==> config.mk <==
export PLATFORM = sky130hd
export DESIGN_NAME = parking_slot_manager
export DESIGN_NICKNAME = d
export VERILOG_FILES = /design/src/rtl/park_pkg.sv /design/src/rtl/park_rr_arbiter.sv /design/src/rtl/parking_slot_manager.sv
export SDC_FILE = /design/constraint.sdc
export NUM_CORES = 1
export LEC_CHECK = 0
export BUFFER_PORTS_ARGS = -buffer_cell sky130_fd_sc_hd__clkbuf_2
export CAP_MARGIN = 10
export CORE_MARGIN = 3
export CORE_UTILIZATION = 62
export DETAILED_ROUTE_END_ITERATION = 6
export PLACE_DENSITY_LB_ADDON = 0.08
export SYNTH_ARGS = -nofsm -noshare
export SYNTH_HDL_FRONTEND = slang
export SYNTH_SLANG_ARGS = --single-unit
==> constraint.sdc <==
create_clock -name clk -period 8.5 [get_ports clk]
set_clock_uncertainty 0.1 [all_clocks]
set_input_delay 1.275 -clock clk [delete_from_list [all_inputs] [get_ports clk]]
set_output_delay 1.275 -clock clk [all_outputs]
set_load 0.005 [all_outputs]
==> src/rtl/park_pkg.sv <==
// Shared definitions for the parking slot manager.
// Contents: status codes, request opcodes, FSM state encodings and the default lot size.
package park_pkg;

  localparam int parking_slots = 48;

  localparam logic OP_EXIT  = 1'b0;
  localparam logic OP_ENTRY = 1'b1;

  typedef enum logic [1:0] {
    ST_OK           = 2'd0,
    ST_ERR_OCCUPIED = 2'd1,
    ST_ERR_EMPTY    = 2'd2,
    ST_ERR_RANGE    = 2'd3
  } status_e;

  typedef enum logic [1:0] {
    S_IDLE  = 2'd0,
    S_CHECK = 2'd1,
    S_RESP  = 2'd2
  } state_e;

endpackage

==> src/rtl/park_rr_arbiter.sv <==
// Round-robin arbiter: picks the first asserted request at or after the pointer.
// Outputs are a one-hot grant, the winner's index, and a flag that is set when any request is present.
module park_rr_arbiter
  import park_pkg::*;
#(
  parameter  int N_GATES = 2,
  localparam int GW      = (N_GATES > 1) ? $clog2(N_GATES) : 1
) (
  input  logic [N_GATES-1:0] req_i,
  input  logic [GW-1:0]      ptr_i,
  output logic [N_GATES-1:0] grant_o,
  output logic [GW-1:0]      idx_o,
  output logic               any_o
);

  int   cand;
  logic found;

  // Scan the gates in rotated order so the gate at the pointer has the highest priority.
  always_comb begin
    grant_o = '0;
    idx_o   = '0;
    found   = 1'b0;
    cand    = 0;
    for (int i = 0; i < N_GATES; i++) begin
      cand = int'(ptr_i) + i;
      if (cand >= N_GATES) cand = cand - N_GATES;
      if (!found && req_i[GW'(cand)]) begin
        found                 = 1'b1;
        grant_o[GW'(cand)]    = 1'b1;
        idx_o                 = GW'(cand);
      end
    end
    any_o = found;
  end

endmodule

==> src/rtl/parking_slot_manager.sv <==
// Serialises ENTRY/EXIT requests from several gates onto one per-flat occupancy bitmap.
// Saturating statistics counters for successful entries and exits are built only when PARK_STATS_EN is defined.
module parking_slot_manager
  import park_pkg::*;
#(
  parameter  int N_SLOTS = parking_slots,
  parameter  int N_GATES = 2,
  localparam int FW      = $clog2(N_SLOTS),
  localparam int GW      = (N_GATES > 1) ? $clog2(N_GATES) : 1
) (
  input  logic                  clk,
  input  logic                  rst,
  input  logic [N_GATES-1:0]    req_valid,
  output logic [N_GATES-1:0]    req_ready,
  input  logic [N_GATES-1:0]    req_op,
  input  logic [N_GATES*FW-1:0] req_flat,
  output logic                  rsp_valid,
  input  logic                  rsp_ready,
  output logic [GW-1:0]         rsp_gate,
  output logic [FW-1:0]         rsp_flat,
  output logic [1:0]            rsp_status,
  output logic [FW:0]           occ_count,
  output logic                  lot_full,
  output logic                  lot_empty,
  output logic [15:0]           stat_entries,
  output logic [15:0]           stat_exits
);

  state_e               state_q, state_d;
  logic [GW-1:0]        rrPtr_q, rrPtr_d;
  logic [GW-1:0]        gate_q, gate_d;
  logic                 op_q, op_d;
  logic [FW-1:0]        flat_q, flat_d;
  status_e              status_q, status_d;
  logic [N_SLOTS-1:0]   bitmap_q, bitmap_d;
  logic [FW:0]          occCount_q, occCount_d;
  logic                 full_q, full_d;
  logic                 empty_q, empty_d;

  logic [N_GATES-1:0]   grant;
  logic [GW-1:0]        winIdx;
  logic                 anyReq;
  logic                 winOp;
  logic [FW-1:0]        winFlat;
  logic                 inRange;
  logic                 slotBusy;
  status_e              checkStatus;
  logic                 okFire;

  park_rr_arbiter #(.N_GATES(N_GATES)) uArb (
    .req_i   (req_valid),
    .ptr_i   (rrPtr_q),
    .grant_o (grant),
    .idx_o   (winIdx),
    .any_o   (anyReq)
  );

  always_comb begin
    winOp   = 1'b0;
    winFlat = '0;
    for (int g = 0; g < N_GATES; g++) begin
      if (winIdx == GW'(g)) begin
        winOp   = req_op[g];
        winFlat = req_flat[g*FW +: FW];
      end
    end
  end

  // Out-of-range flats never touch the bitmap, so the busy lookup is masked by the range test.
  always_comb begin
    inRange  = (int'(flat_q) < N_SLOTS);
    slotBusy = inRange && bitmap_q[flat_q];
    if (!inRange)                          checkStatus = ST_ERR_RANGE;
    else if (op_q == OP_ENTRY && slotBusy) checkStatus = ST_ERR_OCCUPIED;
    else if (op_q == OP_EXIT && !slotBusy) checkStatus = ST_ERR_EMPTY;
    else                                   checkStatus = ST_OK;
  end

  assign okFire = (state_q == S_CHECK) && (checkStatus == ST_OK);

  always_comb begin
    state_d    = state_q;
    rrPtr_d    = rrPtr_q;
    gate_d     = gate_q;
    op_d       = op_q;
    flat_d     = flat_q;
    status_d   = status_q;
    bitmap_d   = bitmap_q;
    occCount_d = occCount_q;
    full_d     = full_q;
    empty_d    = empty_q;
    req_ready  = '0;
    case (state_q)
      S_IDLE: begin
        if (anyReq) begin
          req_ready = grant;
          gate_d    = winIdx;
          op_d      = winOp;
          flat_d    = winFlat;
          rrPtr_d   = (int'(winIdx) == N_GATES - 1) ? '0 : winIdx + GW'(1);
          state_d   = S_CHECK;
        end
      end
      S_CHECK: begin
        status_d = checkStatus;
        if (checkStatus == ST_OK) begin
          bitmap_d[flat_q] = (op_q == OP_ENTRY);
          occCount_d = (op_q == OP_ENTRY) ? occCount_q + (FW+1)'(1) : occCount_q - (FW+1)'(1);
          full_d     = (occCount_d == (FW+1)'(N_SLOTS));
          empty_d    = (occCount_d == '0);
        end
        state_d = S_RESP;
      end
      S_RESP: begin
        if (rsp_ready) state_d = S_IDLE;
      end
      default: state_d = S_IDLE;
    endcase
  end

  always_ff @(posedge clk or posedge rst) begin
    if (rst) begin
      state_q    <= S_IDLE;
      rrPtr_q    <= '0;
      gate_q     <= '0;
      op_q       <= OP_EXIT;
      flat_q     <= '0;
      status_q   <= ST_OK;
      bitmap_q   <= '0;
      occCount_q <= '0;
      full_q     <= 1'b0;
      empty_q    <= 1'b1;
    end else begin
      state_q    <= state_d;
      rrPtr_q    <= rrPtr_d;
      gate_q     <= gate_d;
      op_q       <= op_d;
      flat_q     <= flat_d;
      status_q   <= status_d;
      bitmap_q   <= bitmap_d;
      occCount_q <= occCount_d;
      full_q     <= full_d;
      empty_q    <= empty_d;
    end
  end

  assign rsp_valid  = (state_q == S_RESP);
  assign rsp_gate   = gate_q;
  assign rsp_flat   = flat_q;
  assign rsp_status = status_q;
  assign occ_count  = occCount_q;
  assign lot_full   = full_q;
  assign lot_empty  = empty_q;

`ifdef PARK_STATS_EN
  logic [15:0] statEntries_q, statExits_q;

  always_ff @(posedge clk or posedge rst) begin
    if (rst) begin
      statEntries_q <= '0;
      statExits_q   <= '0;
    end else if (okFire) begin
      if (op_q == OP_ENTRY && statEntries_q != 16'hFFFF) statEntries_q <= statEntries_q + 16'd1;
      if (op_q == OP_EXIT && statExits_q != 16'hFFFF)    statExits_q   <= statExits_q + 16'd1;
    end
  end

  assign stat_entries = statEntries_q;
  assign stat_exits   = statExits_q;
`else
  assign stat_entries = '0;
  assign stat_exits   = '0;
`endif

endmodule

Word-level counts from Yosys, hierarchy flattened --
Cells that the tools add are included.
Cells by class: add/subtract/negate cells 6, $lt $le $gt $ge 9, equal/unequal tests 5, mux-type cells 33, bitwise logic cells 2, reductions and logical operators 15
Operators by type and width (number):
- 48-bit bitwise mux | 1
- 2-bit two-way mux | 9
- 1-bit two-way mux | 16
- 7-bit by 1-bit adder with 7-bit output (second input constant) | 1
- 7-bit by 6-bit equality test with 1-bit output (second input constant) | 1
- 1-bit logical AND | 7
- 7-bit logical NOT | 1
- 6-bit by 7-bit less-than comparator with 1-bit output (second input constant) | 1
- 7-bit two-way mux | 1
- 7-bit by 1-bit subtractor with 7-bit output (second input constant) | 1
- 1-bit binary-select mux with 6-bit select | 1
- 1-bit demux with 6-bit select | 1
- 6-bit by 1-bit greater-or-equal comparator with 1-bit output (second input constant) | 1
- 1-bit by 3-bit less-than comparator with 1-bit output (second input constant) | 2
- 6-bit less-than comparator (second input constant) | 1
- 6-bit two-way mux | 1
- 2-bit case mux with 3 select lines | 1
- 2-bit AND reduction | 3
- 2-bit logical NOT | 2
- 1-bit by 1-bit adder with 2-bit output (second input constant) | 1
- 1-bit demux with 1-bit select | 2
- 2-bit by 1-bit equality test with 1-bit output (second input constant) | 1
- 2-bit equality test (second input constant) | 1
- 1-bit greater-or-equal comparator (second input constant) | 2
- 9 further kinds | 11
Word-level totals: bits in registers 70, bits of input ports 19, output and inout bits 53, logic and storage cells 80

Depth between registers and ports, before layout --
Gate-level depths: netlist of run 1.
depth after elaboration 11, depth in mapped cells 13, depth with buffers taken out 9

Hierarchy --
From an unflattened synthesis of run 1, not the netlist that was laid out.
Second synthesis, totals: cell total of the unflattened synthesis 483, area, all modules 4367.9 um^2
Modules (own cells, without submodules):
- parking_slot_manager | instances 1, cells each 478, area an instance 4332.9 um^2, sequential area each 1752.9 um^2
- park_rr_arbiter | instances 1, cells each 5, area an instance 35.0 um^2, sequential area each 0.0 um^2

Worst setup path after synthesis of run 1 --
Ideal clock, no wire load.
path type in2out, start input port req_valid[0], end output port req_ready[0], arrival 1800 ps, data required time 7125 ps, setup slack 5325 ps, stages on the path 3, path buffers 1, cell sequence nand2_1 > clkbuf_1 > nor2_1
Between the ends: cells in the longest elaborated chain, start to end 8, elaborated cells between the ends (all ways) 13, classes of those cells 10 x mux; 1 x bitwise; 2 x reduce/logical
Ends and longest elaborated chain:
- from (decl) | RTL line parking_slot_manager.sv:13 | input logic [N_GATES-1:0] req_valid,
- 1-bit two-way mux (implied by the code) (2 in series) | RTL line park_rr_arbiter.sv:28 | if (!found && req_i[GW'(cand)]) begin
- 1-bit two-way mux | RTL line park_rr_arbiter.sv:28
- 1-bit logical NOT | RTL line park_rr_arbiter.sv:28
- 1-bit logical AND | RTL line park_rr_arbiter.sv:28
- 2-bit two-way mux or 1-bit two-way mux (tied branches) | RTL line park_rr_arbiter.sv:28
- 2-bit two-way mux (*) | RTL line parking_slot_manager.sv:95 | if (anyReq) begin
- 2-bit two-way mux (*) | RTL line parking_slot_manager.sv:93 | case (state_q)
- to (decl) | RTL line parking_slot_manager.sv:14 | output logic [N_GATES-1:0] req_ready,
Mark *: on every way between the ends. The rest lies on a longest branch, timed or not. The select of a mux whose other input is x is not followed.

Final worst setup path of run 1 --
start register flat_q[0] (netlist: rsp_flat[0]), end register bitmap_q[6]
Between the ends: cells in the longest elaborated chain, start to end 10, elaborated cells between the ends (all ways) 18, classes of those cells 3 x order compare; 8 x mux; 7 x reduce/logical
Ends and longest elaborated chain:
- from (decl) | RTL line parking_slot_manager.sv:33 | logic [FW-1:0] flat_q, flat_d;
- from (signal assigned) | RTL line parking_slot_manager.sv:138 | flat_q <= flat_d;
- 1-bit binary-select mux with 6-bit select | RTL line parking_slot_manager.sv:72 | slotBusy = inRange && bitmap_q[flat_q];
- 1-bit two-way mux (implied by the code) | RTL line parking_slot_manager.sv:72
- 1-bit logical AND | RTL line parking_slot_manager.sv:72
- 1-bit logical NOT | RTL line parking_slot_manager.sv:75 | else if (op_q == OP_EXIT && !slotBusy) checkStatus = ST_ERR_EMPTY;
- 1-bit logical AND | RTL line parking_slot_manager.sv:75
- 2-bit two-way mux | RTL line parking_slot_manager.sv:75
- 2-bit two-way mux | RTL line parking_slot_manager.sv:74 | else if (op_q == OP_ENTRY && slotBusy) checkStatus = ST_ERR_OCCUPIED;
- 2-bit two-way mux | RTL line parking_slot_manager.sv:73 | if (!inRange) checkStatus = ST_ERR_RANGE;
- 2-bit logical NOT | RTL line parking_slot_manager.sv:106 | if (checkStatus == ST_OK) begin
- 2-bit AND reduction (no line)
- to (signal assigned) | RTL line parking_slot_manager.sv:140 | bitmap_q <= bitmap_d;
- to (decl) | RTL line parking_slot_manager.sv:35 | logic [N_SLOTS-1:0] bitmap_q, bitmap_d;
Several ways; a longest one is shown, not always the timed one. The select of a mux whose other input is x is not followed. A chain may end at the register's enable or synchronous reset.

==> results of run 1 <==
power by group through the flow:
stage | combinational (µW) | sequential [µW] | clock (µW)
finish | 907 | 503 | 240
global route | 998 | 515 | 255
CTS | 898 | 500 | 244
detailed placement | 892 | 506 | 0
global placement | 868 | 505 | 0
floorplan | 774 | 448 | 0
metrics by stage:
| stage | total power, µW | util (%) | hold WS, ns |
|---|---|---|---|
| after floorplan | 1220 | - | 0.364 |
| after global placement | 1370 | 65.3 | 0.372 |
| after detailed placement | 1400 | 65.3 | 0.382 |
| after CTS | 1640 | 67.7 | 0.399 |
| after global routing | 1770 | 67.7 | 0.422 |
| final | 1650 | 67.7 | 0.394 |
critical path, delay by kind of cell, from the launching register on:
kind,cells,cell delay (ns)
mux,1,0.41
buf+inv,1,0.37
flops,1,0.95
simple gates,2,0.65
compound gates,4,1.00
cells in the final DEF (no fill, tap or decap), drive strengths merged, types with 2 or more instances in the layout:
cell    instances
a211o           2
a211oi          4
a21oi           3
a221o           2
a221oi          4
a22oi           3
a311oi          2
a31oi           9
a32oi           2
and2            3
and3            4
and3b           4
buf             4
clkbuf         51
clkinv          3
conb           33
dfrtp          69
ha              6
inv             7
mux2           12
mux2i           4
mux4            2
nand2          67
nand2b          2
nand3           7
nand4b          2
nor2           32
nor2b           5
nor3           15
o21ai          51
o221ai          2
o22a           10
o22ai           7
o311ai          8
o31a            8
o31ai          32
xnor2           6
final cells by class:
cell class                 count  area, µm²
multi-input combinational    366       2360
fill                         578       2220
sequential                    70       1750
timing repair buffer          41        215
clock buffer                  14        163
tap                           96        120
inverter                       9       33.8
clock inverter                 1       5.00
layer usage:
metal,global-route usage [%],vias up,routed length (µm)
li1,-,1732,-
met1,34.8,1843,4500
met2,40.9,144,4960
met3,3.92,21,626
met4,11.0,0,239
met5,0,-,0
state kept, by name (all words and copies together) (netlist names):
name        count
rsp_gate        1
bitmap_q       48
rrPtr_q         1
rsp_status      2
state_q         2
rsp_flat        6
occ_count       7
lot_empty       1
lot_full        1
op_q            1
final timing paths:
kind | start | to | cells past startpoint
min in group asynchronous | rst | rsp_gate | 3
max in group asynchronous | rst | bitmap_q[40] | 3
worst max-delay path | rsp_flat[0] | bitmap_q[6] | 8
worst max register to register | rsp_flat[0] | bitmap_q[6] | 8
worst min register to register | rsp_gate | rsp_gate | 2
worst min-delay path | rsp_gate | rsp_gate | 2
cell families (layout without fill, tap and decap cells):
logic type                 count (synthesis)  in the layout  share of synthesized area (%)
AOI/OAI and AO/OA                        154            154                           24.8
DFF                                       70             70                           39.4
other                                      1             33                         0.0843
and+or+nand+nor                          147            147                           16.2
adders and majority gates                  7              7                           2.14
xor gates and xnor gates                   7              7                           1.38
buffers and inverters                     76             65                           10.2
muxes                                     18             18                           5.79
==> impl_results.md, run 1 <==
* Status: finished clean
* Finished Layout Cells at 597
* Avg Inst Size Synth at 9.27 µm²
* Pint at 847 µW
* Yosys warns at 0
* Nets at 523
* Design Area, Final at 4650 µm²
* Slowest stage cell, crit path: dfrtp_1
* #FFs+latches synth at 70
* Fmax achieved at 0.276 GHz
* Core area at 6870 µm²
* DRT Pass-1 Iters at 5
* PortBufs at 37
* Clk root buf: clkbuf_8
* Critical Path, Cell by Cell: mux2_2 -> a22oi_1 -> o221ai_2 -> a32oi_4 -> and3_1 -> buf_4 -> nand3_4 -> o311ai_1
* Synthesized cell area at 4450 µm²
* Clock Sinks at 70
* Final max-slew violation count at 0
* CTS hold repair buffers at 0
* Synth top area cells: dfrtp_1 39%, buf_4 6.1%, nand2_1 5.7%
* Area delta synth->final at 4.56%
* RSZ-0062 raised after global routing: no
* Primary FF master, synth: dfrtp_1
* Synth cell types at 66
* Fin crit share at 42.6%
* Fin. Hold Viols at 0
* CTS tree: done
* Proportion of power drawn by the clock network at 14.5%
* Worst Path Arrival at 3.75 ns
* Antenna viol nets, final at 0
* Register area share after synthesis at 39.4%
* Maxcap violations at 0
* Starting density of the core at 64.8%
* Combinational power share at 55.0%
* Routed Wire Length at 10,300 µm
* Asr flop ratio synth at 100%
* Flop pwr share at 30.5%
* Crit path time final at 3.62 ns
* Critical path type: flop to flop
* Worst EP required at 8.63 ns
* Fraction of layout cells with a size suffix above 1 at 15.0%
* Leakage dissipation at 0.00192 µW
* DR vias/cell at 6.26
* DRC viols at 0
* Setup TNS at 0 ns
* Final setup viols at 0
* Antenna fix cells at 0
* Row count at 30
* Worst vdd ir at 0.000244 V
* Number of synthesized flops with an enable pin at 0
* Worst-path clk slew at 0.07 ns
* # IOs at 72
* Post-route setup slack at 4.88 ns
* Area share of the largest cell type after synthesis at 38.8%
* Number of vias in the routed layout at 3,740
* Endpoint type of the worst setup path: flop
* NetSw at 803 µW
* Slew headroom at 38.3%
* Clk Latency, worst-skew pair at 0.35 ns
* GRT Total Usage at 25.6%
* Die extent in y at 90.7 µm
* Slowest Stage Delay on Critical Path at 0.95 ns
* Hold Crit Class: flop to flop
* Die Span X at 90.7 µm
* Post-place setup slack at 4.94 ns
* Total CTS buffers at 9
* H-Tree Depth at 3
* Startpoint types: flop
* Detailed-placement wirelength estimate at 6990 µm
* Clock buffer depth at 2
* First-pass GRT wire length at 17,200 µm
* Synth area leader: dfrtp_1
* Postcts setup bufs at 0
* First DRT Iteration DRCs at 297
* FF-to-FF setup slack at 4.88 ns
* Post-DR wirelength/cell at 17.3 µm
* Critical path peak fanout at 25
* Power per cell area at 355 nW/µm²
* Post-DP Area at 4480 µm²
* Largest net degree at the start of global routing at 71
* CTS resizes at 0
* Die area at 8230 µm²
* Gr ovfl total at 0
* Sw frac at 48.7%
* Placed insts at 582
* Final Wtd Congestion at 0.860
* Synth cell count leaders: 69 x dfrtp_1, 67 x nand2_1, 49 x o21ai_0
* Worst-margin pin slew at 0.926 ns
* Antenna violations before repair at 0
* Vias in the first global route at 3,471
* Top-count cell post-synth: dfrtp_1
* Post-Syn Instances at 480
Power figures use the tool's default switching activity.
==> inputs of run 2 (changes only) <==
--- a/config.mk
+++ b/config.mk
@@ -8,7 +8,7 @@
 export BUFFER_PORTS_ARGS = -buffer_cell sky130_fd_sc_hd__clkbuf_2
 export CAP_MARGIN = 10
 export CORE_MARGIN = 3
-export CORE_UTILIZATION = 62
+export CORE_UTILIZATION = 57
 export DETAILED_ROUTE_END_ITERATION = 6
 export PLACE_DENSITY_LB_ADDON = 0.08
 export SYNTH_ARGS = -nofsm -noshare
==> constraint.sdc (replaced) <==
create_clock -name clk -period 3.6 [get_ports clk]
set_clock_uncertainty 0.1 [all_clocks]
set_input_delay 0.54 -clock clk [delete_from_list [all_inputs] [get_ports clk]]
set_output_delay 0.54 -clock clk [all_outputs]
set_load 0.005 [all_outputs]
==> impl_results.md, run 2 (synthesis results as in run 1) <==
* Placed insts at 592 (+1.7%)
* Worst Path Arrival at 3.48 ns (-0.27 ns)
* Max reg flops at 48 (unchanged)
* Commonest cells after routing, fill and taps aside: 69 x dfrtp_1, 67 x nand2_1, 49 x o21ai_0
* Antenna viol nets, final at 0 (unchanged)
* NetSw at 2000 µW (+150%)
* Post-DR wirelength/cell at 18.4 µm (+6.3%)
* Clock buffer depth at 2 (unchanged)
* Antenna fix cells at 0 (unchanged)
* Hold Crit Class: primary input to async pin
* Slowest stage cell, crit path: dfrtp_1
* CTS tree: done
* Worst EP required at 3.79 ns (-4.84 ns)
* Worst-margin pin slew at 0.850 ns (-0.0754 ns)
* Leakage dissipation at 0.00196 µW (+2.2%)
* Worst Path Buf+Inv at 2 (+1)
* Vias in the first global route at 3,704 (+6.7%)
* Sw frac at 49.3% (+0.57 points)
* Register area at 1750 µm² (unchanged)
* Combinational power share at 57.2% (+2.2 points)
* RSZ-0062 raised after global routing: no
* Critical path peak fanout at 25 (unchanged)
* PortBufs at 37 (unchanged)
* Final hold slack at 0.237 ns (-0.158 ns)
* Row count at 31 (+3.3%)
* Worst-path clk slew at 0.08 ns (about the same)
* H-Tree Depth at 3 (unchanged)
* Nets at 530 (+1.3%)
* Fraction of layout cells with a size suffix above 1 at 16.9% (+1.9 points)
* Area delta synth->final at 6.55%
* Die area at 8900 µm² (+8.2%)
* Area taken by multi-input logic gates at 2360 µm² (unchanged)
* WP depth at 8 (unchanged)
* Worst reg2reg path depth at 8 (unchanged)
* Number of vias in the routed layout at 3,765 (+0.67%)
* CTS resizes at 0 (unchanged)
* Worst vdd ir at 0.000592 V (+140%)
* Status: finished clean
* # IOs at 72 (unchanged)
* Antenna violations before repair at 0 (unchanged)
* Setup TNS at 0 ns (unchanged)
* Postcts setup bufs at 0 (unchanged)
* Final setup viols at 0 (unchanged)
* Total CTS buffers at 9 (unchanged)
* Post-route setup slack at 0.312 ns (-4.57 ns)
* Maxcap violations at 0 (unchanged)
* Final Wtd Congestion at 0.884 (+2.8%)
* Fillers at 616 (+6.6%)
* Pint at 2060 µW (+140%)
* Post-place setup slack at 0.466 ns (-4.47 ns)
* Clk Latency, worst-skew pair at 0.36 ns (about the same)
* Post-DP Area at 4560 µm² (+1.8%)
* Finished Layout Cells at 608 (+1.8%)
* Top reg by flops: bitmap_q
* Slowest Stage Delay on Critical Path at 0.65 ns (-0.30 ns)
* Die Span X at 94.3 µm (+4.0%)
* Final max-slew violation count at 0 (unchanged)
* DR vias/cell at 6.19 (-1.2%)
* Endpoint type of the worst setup path: flop
* Fin crit share at 91.3% (+49 points)
* Starting density of the core at 60.0% (-4.7 points)
* Largest net degree at the start of global routing at 51 (-28%)
* Design Area, Final at 4740 µm² (+1.9%)
* CTS hold repair buffers at 0 (unchanged)
* Proportion of power drawn by the clock network at 14.2% (-0.3 points)
* Clock Sinks at 70 (unchanged)
* Detailed-placement wirelength estimate at 7790 µm (+11%)
* Core area at 7410 µm² (+7.9%)
* Die extent in y at 94.3 µm (+4.0%)
* First DRT Iteration DRCs at 327 (+10%)
* Fmax achieved at 0.304 GHz (+10%)
* Slew headroom at 43.2% (+4.9 points)
* Startpoint types: flop
* Crit path time final at 3.29 ns (-0.332 ns)
* Fin. Hold Viols at 0 (unchanged)
* FF-to-FF setup slack at 0.31 ns (-4.57 ns)
* Power per cell area at 856 nW/µm² (+140%)
* DRT Pass-1 Iters at 5 (unchanged)
* Flop pwr share at 28.5% (-2.0 points)
* GRT Total Usage at 26.6% (+0.91 points)
* Most common cell after layout, fill and taps aside: dfrtp_1
* DRC viols at 0 (unchanged)
* Critical path type: flop to flop
* Routed Wire Length at 11,200 µm (+8.3%)
* Clk root buf: clkbuf_8
* Critical Path, Cell by Cell: clkinv_1 -> a311oi_1 -> o22ai_1 -> a22oi_2 -> and3_1 -> buf_12 -> o31a_1 -> o22a_1
* Kind of cell adding the most delay to the critical path: compound AO/OA/AOI/OAI gates
* Gr ovfl total at 0 (unchanged)
* First-pass GRT wire length at 18,500 µm (+7.7%)
run 2: cell types whose count changed in the layout (fill, tap and decap cells not counted):
| cell | before | now |
|---|---|---|
| buf_12 | 0 | 2 |
| buf_4 | 4 | 9 |
| clkbuf_1 | 3 | 0 |
| clkbuf_8 | 11 | 10 |
| clkinv_2 | 1 | 3 |
| clkinvlp_4 | 0 | 3 |
run 2: worst paths after layout:
path                             start      endpoint
hold reg to reg               rsp_gate      rsp_gate
max in group asynchronous          rst     lot_empty
min in group clk             rsp_ready    state_q[1]
hold / removal                     rst  bitmap_q[30]
setup / recovery           rsp_flat[2]   bitmap_q[8]
setup reg to reg           rsp_flat[2]   bitmap_q[8]
run 2: worst register-to-register path, delay by kind of cell (launching register included):
| kind | cells | cell delay (ns) |
|---|---|---|
| AOI/OAI and AO/OA | 5 | 1.16 |
| buffers and inverters | 2 | 0.67 |
| DFF | 1 | 0.65 |
| and+or+nand+nor | 1 | 0.65 |
run 2: layer usage:
layer	track usage, %	vias to the layer above	wire [µm]
li1	-	1743	-
met1	35.5	1848	4840
met2	42.7	149	5380
met3	5.82	25	704
met4	9.39	0	254
met5	0	-	0
run 2: area by class of cell:
cell class	count	share of cell area (%)
clock buffers	10	2.90
clock inverters	6	0.792
inverters	9	0.713
multi-input cells	366	49.8
flip-flops and latches	70	37.0
well taps	99	2.61
repair buffers	48	6.18
run 2: power groups by stage:
stage / Sequential [µW] / Combinational [µW] / Clock, µW
2_1_floorplan: 1060 / 1830 / 0
3_3_place_gp: 1160 / 2230 / 0
3_5_place_dp: 1170 / 2280 / 0
4_1_cts: 1150 / 2290 / 590
5_1_grt: 1180 / 2540 / 618
6_report: 1160 / 2320 / 578
run 2: stage by stage:
| stage | util, % | total power, µW |
|---|---|---|
| after global placement | 61.6 | 3380 |
| after global routing | 64.0 | 4340 |
| final | 64.0 | 4060 |
| after CTS | 64.0 | 4040 |
| after detailed placement | 61.6 | 3440 |
| after floorplan | - | 2890 |
==> inputs of run 3 (changes only) <==
--- a/config.mk
+++ b/config.mk
@@ -10,7 +10,7 @@
 export CORE_MARGIN = 3
 export CORE_UTILIZATION = 57
 export DETAILED_ROUTE_END_ITERATION = 6
-export PLACE_DENSITY_LB_ADDON = 0.08
+export PLACE_DENSITY = 0.78
 export SYNTH_ARGS = -nofsm -noshare
 export SYNTH_HDL_FRONTEND = slang
 export SYNTH_SLANG_ARGS = --single-unit
==> impl_results.md, run 3 (synthesis results as in run 1) <==
* Max reg flops at 48 (unchanged)
* Fraction of layout cells with a size suffix above 1 at 17.1% (+0.16 points)
* Clk Latency, worst-skew pair at 0.35 ns (about the same)
* Die area at 8900 µm² (unchanged)
* Fillers at 610 (-0.97%)
* Status: finished clean
* PortBufs at 37 (unchanged)
* Slew headroom at 54.5% (+11 points)
* DR vias/cell at 6.11 (-1.3%)
* Startpoint types: flop
* Maxcap violations at 0 (unchanged)
* Antenna fix cells at 0 (unchanged)
* Gr ovfl total at 0 (unchanged)
* Fin. Hold Viols at 0 (unchanged)
* Clock buffer depth at 2 (unchanged)
* # IOs at 72 (unchanged)
* Worst-path clk slew at 0.08 ns (about the same)
* Row count at 31 (unchanged)
* First-pass GRT wire length at 17,200 µm (-7.1%)
* CTS tree: done
* Die extent in y at 94.3 µm (unchanged)
* Clock Sinks at 70 (unchanged)
* Power per cell area at 860 nW/µm² (+0.48%)
* Endpoint type of the worst setup path: flop
* Placed insts at 593 (+0.17%)
* Total CTS buffers at 9 (unchanged)
* RSZ-0062 raised after global routing: no
* Critical path type: flop to flop
* Finished Layout Cells at 609 (+0.16%)
* GRT Total Usage at 24.7% (-1.9 points)
* Routed Wire Length at 10,400 µm (-6.6%)
* Worst-margin pin slew at 0.681 ns (-0.169 ns)
* Register area at 1750 µm² (unchanged)
* Worst vdd ir at 0.000757 V (+28%)
* Commonest cells after routing, fill and taps aside: 69 x dfrtp_1, 67 x nand2_1, 49 x o21ai_0
* Area taken by multi-input logic gates at 2360 µm² (unchanged)
* Worst EP required at 3.74 ns (-0.05 ns)
* Final hold slack at 0.0880 ns (-0.149 ns)
* Starting density of the core at 60.0% (unchanged)
* Die Span X at 94.3 µm (unchanged)
* First DRT Iteration DRCs at 311 (-4.9%)
* Final max-slew violation count at 0 (unchanged)
* Most common cell after layout, fill and taps aside: dfrtp_1
* Clk root buf: clkbuf_8
* Post-DR wirelength/cell at 17.2 µm (-6.7%)
* Critical path peak fanout at 26 (+4.0%)
* Fmax achieved at 0.314 GHz (+3.3%)
* Area delta synth->final at 7.51%
* DRC viols at 0 (unchanged)
* Top reg by flops: bitmap_q
* CTS hold repair buffers at 0 (unchanged)
* Vias in the first global route at 3,492 (-5.7%)
* Nets at 531 (+0.19%)
* Number of vias in the routed layout at 3,724 (-1.1%)
* Worst Path Arrival at 3.33 ns (-0.15 ns)
* Postcts setup bufs at 0 (unchanged)
* Setup TNS at 0 ns (unchanged)
* H-Tree Depth at 3 (unchanged)
* Fin crit share at 88.5% (-2.9 points)
* Final Wtd Congestion at 0.942 (+6.6%)
* Antenna violations before repair at 0 (unchanged)
* Antenna viol nets, final at 0 (unchanged)
* Detailed-placement wirelength estimate at 7440 µm (-4.5%)
* DRT Pass-1 Iters at 5 (unchanged)
* Leakage dissipation at 0.00199 µW (+1.2%)
* CTS resizes at 0 (unchanged)
* Crit path time final at 3.18 ns (-0.104 ns)
* Core area at 7410 µm² (unchanged)
* Hold Crit Class: primary input to async pin
* Final setup viols at 0 (unchanged)
* Largest net degree at the start of global routing at 51 (unchanged)
* Layout Utilization at 64.5% (+0.57 points)
[run 3: layer usage]
metal / up-vias / wire, µm / track usage [%] / share of wire (%)
met5: - / 0 / 0 / 0
li1: 1754 / - / - / -
met4: 0 / 158 / 7.94 / 1.5
met1: 1789 / 4500 / 33.5 / 43
met2: 170 / 5000 / 39.1 / 48
met3: 11 / 794 / 5.98 / 7.6
[run 3: final cells by class]
type / count / area share, %
Clock buffer: 10 / 2.88
Clock inverter: 6 / 1.78
Inverter: 9 / 0.706
Multi-Input combinational cell: 366 / 49.4
Sequential cell: 70 / 36.7
Tap cell: 99 / 2.59
Timing Repair Buffer: 49 / 6.02
[run 3: through the flow]
step | cell area (µm²) | total power (µW) | setup slack (ns)
floorplan | 4570 | 2890 | 0.716
global placement | 4560 | 3310 | 0.610
detailed placement | 4560 | 3370 | 0.519
CTS | 4780 | 4090 | 0.498
global route | 4780 | 4410 | 0.186
finish | 4780 | 4110 | 0.416
[run 3: worst paths after layout]
kind	from	endpoint	slack, ns	depth (start not counted)
worst min-delay path	rst	bitmap_q[34]	0.09	2
max in group asynchronous	rst	lot_empty	2.52	3
worst max-delay path	rsp_flat[2]	bitmap_q[7]	0.42	9
worst min register to register	rsp_gate	rsp_gate	0.41	2
worst max register to register	rsp_flat[2]	bitmap_q[7]	0.42	9
min in group clk	rsp_ready	state_q[1]	0.29	2
[run 3: power breakdown]
| part | leakage (µW) | internal [µW] | switching (µW) |
|---|---|---|---|
| combinational | 0.00111 | 838 | 1400 |
| clock | 0.000108 | 406 | 304 |
| sequential | 0.000768 | 941 | 228 |
| total | 0.00199 | 2190 | 1930 |
[run 3: critical path: stages, from the launching register on]
cell	delay [ns]
dfrtp_1	0.66
buf_4	0.34
and3b_1	0.21
a311oi_1	0.33
o22ai_1	0.19
a22oi_2	0.31
and3_1	0.19
buf_4	0.31
nand3_4	0.16
o311ai_1	0.26
